[config.mk]
export PLATFORM = sky130hd
export DESIGN_NAME = skid_fifo
export DESIGN_NICKNAME = d
export VERILOG_FILES = /design/src/rtl/skid_fifo.sv
export SDC_FILE = /design/constraint.sdc
export NUM_CORES = 1
export LEC_CHECK = 0
export CAP_MARGIN = 40
export CORE_MARGIN = 2
export CORE_UTILIZATION = 50
export CTS_CLUSTER_SIZE = 40
export DETAILED_ROUTE_END_ITERATION = 8
export PLACE_DENSITY = 0.73
export RECOVER_POWER = 50
export SETUP_SLACK_MARGIN = 0.15
export SYNTH_ARGS = -nofsm -noshare
export SYNTH_HDL_FRONTEND = slang
export SYNTH_SLANG_ARGS = --single-unit
[constraint.sdc]
create_clock -name clk -period 7 [get_ports clk]
set_input_delay 1.4 -clock clk [delete_from_list [all_inputs] [get_ports clk]]
set_output_delay 1.4 -clock clk [all_outputs]
set_load 0.05 [all_outputs]
[src/rtl/skid_fifo.sv]
// rtl/skid_fifo.sv - multi-entry elastic buffer with registered handshake, level and almost-full
// The head word always sits in the dn_bus register; storage holds every word, head included.
module skid_fifo #(
  parameter int DATA_WIDTH = 32,
  parameter int DEPTH      = 4,
  parameter int AFULL      = DEPTH - 1,
  localparam int LW        = $clog2(DEPTH) + 1
) (
  input  logic                  clk,
  input  logic                  rst,
  input  logic [DATA_WIDTH-1:0] up_bus,
  input  logic                  up_val,
  output logic                  up_rdy,
  output logic [DATA_WIDTH-1:0] dn_bus,
  output logic                  dn_val,
  input  logic                  dn_rdy,
  output logic [LW-1:0]         level,
  output logic                  almost_full
);

  localparam int PW = $clog2(DEPTH);

  logic [DATA_WIDTH-1:0] mem_q [DEPTH];
  logic [PW-1:0]         wr_ptr_q, wr_ptr_d;
  logic [PW-1:0]         rd_ptr_q, rd_ptr_d;
  logic [PW-1:0]         rd_nxt;
  logic [LW-1:0]         count_q, count_d;
  logic [DATA_WIDTH-1:0] dn_bus_q, dn_bus_d;
  logic                  up_rdy_q, dn_val_q, afull_q;
  logic                  push, pop;

  assign push   = up_val & up_rdy_q;
  assign pop    = dn_val_q & dn_rdy;
  assign rd_nxt = rd_ptr_q + PW'(1);

  always_comb begin
    count_d  = count_q + LW'(push) - LW'(pop);
    wr_ptr_d = push ? wr_ptr_q + PW'(1) : wr_ptr_q;
    rd_ptr_d = pop ? rd_nxt : rd_ptr_q;
    dn_bus_d = dn_bus_q;
    if (count_q == '0) begin
      if (push) dn_bus_d = up_bus;
    end else if (pop && (count_d != '0)) begin
      // With a single stored word the successor is the one arriving this cycle.
      if (count_q == LW'(1)) dn_bus_d = up_bus;
      else                   dn_bus_d = mem_q[rd_nxt];
    end
  end

  always_ff @(posedge clk or posedge rst) begin
    if (rst) begin
      wr_ptr_q <= '0;
      rd_ptr_q <= '0;
      count_q  <= '0;
      dn_bus_q <= '0;
      up_rdy_q <= 1'b0;
      dn_val_q <= 1'b0;
      afull_q  <= 1'b0;
    end else begin
      wr_ptr_q <= wr_ptr_d;
      rd_ptr_q <= rd_ptr_d;
      count_q  <= count_d;
      dn_bus_q <= dn_bus_d;
      up_rdy_q <= (count_d != LW'(DEPTH));
      dn_val_q <= (count_d != '0);
      afull_q  <= (count_d >= LW'(AFULL));
    end
  end

  always_ff @(posedge clk) begin
    if (push) mem_q[wr_ptr_q] <= up_bus;
  end

  assign up_rdy      = up_rdy_q;
  assign dn_bus      = dn_bus_q;
  assign dn_val      = dn_val_q;
  assign level       = count_q;
  assign almost_full = afull_q;

endmodule

# Yosys cells after proc, flatten, opt, wreduce, memory -nomap -nowiden
# Memory sizes are Yosys's and may differ from the RTL's.
# Cells that the tools add are included.
totals:
  input_bits: 36
  rom_bits: 0
  memories: 1
  latch_bits: 0
  regBits: 42
  out_inout_bits: 38
  mem_bits_rw: 128
op_classes:
  magnitude_cmp: 1
  reduce_logical: 5
  add_sub_neg: 4
  bitwise_logic: 2
  mul: 0
  eq_ne: 3
  div: 0
  muxes: 6
  n_shift: 0
memory_table:
  columns: ["name", "words", "width", "read_ports", "rd_clocked_by_memory_dff", "wr", "line_no", "rtl"]
  rows:
  - ["mem_q", 4, 32, 1, 0, 1, "23", "logic [DATA_WIDTH-1:0] mem_q [DEPTH];"]
ops:
  columns: ["op", "n"]
  rows:
  - ["$mux W32", 4]
  - ["$add A2 B1 Y2 const B", 2]
  - ["$add A3 B1 Y3", 1]
  - ["$eq A3 B1 Y1 const B", 1]
  - ["$ge A3 B2 Y1 const B", 1]
  - ["$logic_not A3 Y1", 1]
  - ["$ne A3 B3 Y1 const B", 1]
  - ["$reduce_bool A3 Y1", 1]
  - ["$sub A3 B1 Y3", 1]
  - ["$and A1 B1 Y1", 2]
  - ["$mux W1", 2]
  - ["$ne A2 B2 Y1 const B", 1]
  - ["$reduce_and A2 Y1", 1]
  - ["$reduce_bool A2 Y1", 1]
  - ["$logic_and A1 B1 Y1", 1]

# Logic depth before layout (Yosys ltp)
logic_depth:
  word_depth: 7
  mapped_depth: 11
  mapped_depth_nobuf: 9

# Worst setup path after synthesis
# Ideal clock, no wire load.
synth_timing:
  path_type: "input -> register"
  startpoint: "in dn_rdy"
  endpoint: "reg dn_bus_q[17] (netlist: dn_bus[17])"
  slack_ps: 3229
  setup_ps: 125
  cell_stages: 11
  t_arrival_ps: 3647
  path_cell_list: "and2_1 -> clkbuf_1 -> ha_1 -> inv_1 -> ha_1 -> fa_1 -> nor2_1 -> nand2b_4 -> a31oi_4 -> buf_6 -> mux2_2"
synth_between:
  elab_chain_len: 6
synth_rtl:
  columns: ["element", "line_no", "rtl"]
  rows:
  - ["start, declared", "16", "input logic dn_rdy,"]
  - ["$and A1 B1 Y1", "33", "assign pop = dn_val_q & dn_rdy;"]
  - ["net pop", "30", "logic push, pop;"]
  - ["$sub A3 B1 Y3", "37", "count_d = count_q + LW'(push) - LW'(pop);"]
  - ["net count_d[1]", "27", "logic [LW-1:0] count_q, count_d;"]
  - ["$reduce_bool A3 Y1", "43", "end else if (pop && (count_d != '0)) begin"]
  - ["$logic_and A1 B1 Y1", "43", null]
  - ["$reduce_bool A2 Y1 (no line)", null, null]
  - ["$reduce_and A2 Y1 (no line)", null, null]
  - ["end signal, assigned", "63", "dn_bus_q <= dn_bus_d;"]
  - ["end, declared", "28", "logic [DATA_WIDTH-1:0] dn_bus_q, dn_bus_d;"]
# The timed path passes the listed nets, and every way through them passes these cells.
# A chain may end at the register's enable or synchronous reset.

# Worst setup path in the final report
layout_timing:
  startpoint: "in dn_rdy"
  endpoint: "reg dn_bus_q[24] (netlist: dn_bus[24])"
layout_between:
  elab_chain_len: 6
layout_rtl:
  columns: ["element", "line_no"]
  rows:
  - ["$and A1 B1 Y1", "33"]
  - ["$sub A3 B1 Y3", "37"]
  - ["net count_d[1]", "27"]
  - ["$reduce_bool A3 Y1", "43"]
  - ["$logic_and A1 B1 Y1", "43"]
  - ["$reduce_bool A2 Y1 (no line)", null]
  - ["$reduce_and A2 Y1 (no line)", null]
# The timed path passes the listed nets, and every way through them passes these cells.

==> reports/qor.txt <==
Hold Violations, Final -> 0
Max Cap Viol -> 1
largest family of logic cells by synthesized area -> multiplexers
Total GRT Usage -> 18.3%
failing checks -> max-capacitance violations, max-slew violations
Die Ht -> 120 um
number of synthesized flops with an enable pin -> 128
worst-margin pin slew -> 1.66 ns
top_reg_cell synth -> edfxtp_1
Synthesis Warnings -> 0
H-tree Lvls -> 4
Worst path slowest cell -> dlygate4sd3_1
Area growth syn-to-layout -> 25.2%
sequential-to-total area share from yosys stat -> 73.0%
max incr delay on CP -> 0.53 ns
Post-layout nets -> 443
pwr/cell area -> 509 mW/mm^2
antenna violations before repair -> 0
Crit. path cell count -> 11
fin cells -> 589
synth unique cells -> 24
RSZ-0062 raised after global routing -> false
syn nets -> 357
Tot Pwr -> 4.27 mW
drt drc -> 0
Fillers -> 894
Fin Hold WS -> 0.506 ns
Max IR drop VDD -> 0.000300 V
#FFs+latches synth -> 170
fin crit period -> 4.29 ns
CTS root buffer -> clkbuf_16
Max clock buf depth -> 2
worst reg-to-reg path cell count -> 10
area of the mapped netlist -> 0.00671 mm^2
Setup TNS -> 0 ns
WP data arrival -> 4.59 ns
CP Buf/Inv Count -> 3
crit path cell chain -> dlygate4sd3_1 -> and2_0 -> ha_1 -> inv_1 -> ha_1 -> fa_1 -> nor2_1 -> nand2b_4 -> a31oi_4 -> buf_4 -> mux2_2
final setup margin -> 2.71 ns
Cells after DPL -> 557
Max FO, Critical Path -> 32
Via Count -> 3248
pre-CTS setup slack -> 2.40 ns
io pins -> 74
f_max -> 0.233 GHz
Static Leakage -> 2.97 nW
final setup violation count -> 0
DRT iter0 DRCs -> 210
Final ANT Viol Nets -> 0
Synth area leaders -> edfxtp_1, dfrtp_1, mux2_2
Overflow after GRT -> 0
R2R Setup Slk -> 3.83 ns
clock sinks -> 170
Finished Cell Area -> 0.00840 mm^2
Yosys top cell by area -> edfxtp_1
Post-Syn Instances -> 314
Core Util, Final -> 63.7%
WP data required -> 7.30 ns
Worst Clk Skew -> 0.00942 ns
outcome -> finished with violations
Vias/cell -> 5.51
Multi-input gate area -> 0.00171 mm^2
DP Wirelength -> 7460 um
first-pass GRT wire length -> 18900 um
post-CTS sizing -> 0
post-CTS setup buffers -> 0
final WL -> 12000 um
CTS tree -> yes
cts bufs inserted -> 17
post-synthesis compound-gate area fraction -> 0.429%
Top cell by count, worst path -> ha_1
Tcrit/Tclk final -> 61.3%
number of diodes -> 0
Synth top area share -> 57.3%
Buffers on Ports -> 73
Sequential Area -> 0.00490 mm^2
largest net degree at the start of global routing -> 33
synth cell count leaders -> edfxtp_1, mux2_2, dfrtp_1
Synth Area in Simple Gates -> 1.10%
mux cell area share after synthesis -> 21.7%
Post-CTS Hold Buffers -> 0
Post-Synth Adder-Cell Area -> 1.42%
Starting Density -> 50.9%
core area -> 0.0132 mm^2
die width -> 120 um
Synth async-reset ratio -> 24.7%
drt pass-1 iters -> 4
count leader, synth -> edfxtp_1
Top Family by Delay on Critical Path -> adder cells
Synth Area per Inst -> 21.4 um^2
die area -> 0.0144 mm^2
xor-xnor portion of the synthesized cell area -> 0.727%
Tightest Hold Check Type -> register to register
area of placed instances -> 0.00774 mm^2
routed wire length per instance -> 20.3 um
vias in the first global route -> 3480
Reg clk slew, reported paths -> 0.06 ns
CP Class -> input pin to register
Worst Setup End Kind -> register
layout cells sized above 1 -> 34.1%
clk_lat worst skew -> 0.42 ns
placer congestion estimate -> 0.679
slew margin rel. -> -11.0%
final slew viol count -> 27
kind of start point of the critical path -> input pin
site row count -> 42
Worst Hold Path Cells -> 1
registers in the layout (all words and copies together) (netlist names):
signal       cells
dn_val           1
level            3
mem_q          128
dn_bus          32
almost_full      1
up_rdy           1
rd_ptr_q         2
wr_ptr_q         2
worst register-to-register path, delay by kind of cell (launching register included):
| family | cells | cell delay (ns) |
|---|---|---|
| fa+ha+maj | 3 | 1.02 |
| mux | 1 | 0.41 |
| compound gates | 1 | 0.15 |
| simple gates | 3 | 0.63 |
| flops | 1 | 0.37 |
| buf+inv | 2 | 0.47 |
final timing paths:
| path | startpoint | to |
|---|---|---|
| setup reg to reg | dn_val$_DFF_PP0_ | dn_bus[24]$_DFFE_PP0P_ |
| min in group asynchronous | rst | dn_bus[6]$_DFFE_PP0P_ |
| hold reg to reg | dn_bus[16]$_DFFE_PP0P_ | dn_bus[16]$_DFFE_PP0P_ |
| max in group asynchronous | rst | rd_ptr_q[0]$_DFFE_PP0P_ |
| setup / recovery | dn_rdy | dn_bus[24]$_DFFE_PP0P_ |
| hold / removal | dn_bus[16]$_DFFE_PP0P_ | dn_bus[16]$_DFFE_PP0P_ |
metal layers:
metal	share of wire, %	wire length, um	track usage, %
met1	43	5210	24.1
met4	1.4	173	6.32
met5	0	0	0
met3	3.7	448	4.99
met2	51	6150	29.7
cell type report:
class | instances | share of cell area (%)
Multi-Input combinational cell | 123 | 20.3
Inverter | 6 | 0.268
Timing Repair Buffer | 82 | 10.4
Tap cell | 176 | 2.62
Sequential cell | 170 | 58.3
Clock inverter | 13 | 2.95
Clock buffer | 19 | 5.15
power by group:
part           leakage (nW)  switching (mW)  internal, mW
clock network         0.335           0.361         0.703
logic                 0.977           0.905         0.794
registers              1.66           0.134          1.37
total                  2.97            1.40          2.87
layout by cell type (no fill, tap or decap), types with 2 or more instances in the layout:
cell	Yosys	final
and3_2	0	2
ha_1	6	6
buf_4	3	2
dfrtp_2	0	2
nand2_1	3	3
clkinv_4	0	2
mux2_2	64	64
bufinv_16	0	7
nor2_1	3	2
mux4_2	32	32
dfrtp_1	42	40
edfxtp_1	128	128
clkinv_2	0	4
inv_1	6	6
clkdlybuf4s50_1	0	38
buf_12	0	6
clkbuf_1	7	3
dlygate4sd3_1	0	35
clkbuf_16	0	17
xnor2_1	2	2
and3_1	4	2
logic make-up (layout without fill, tap and decap cells):
group / after synthesis / in the layout
flip-flops: 170 / 170
multiplexers: 97 / 97
buffers and inverters: 21 / 120
AND/OR/NAND/NOR: 13 / 13
adder cells (fa/ha/maj): 7 / 7
XOR/XNOR: 4 / 4
AO/OA/AOI/OAI: 2 / 2
(Power assumes the default switching activity.)
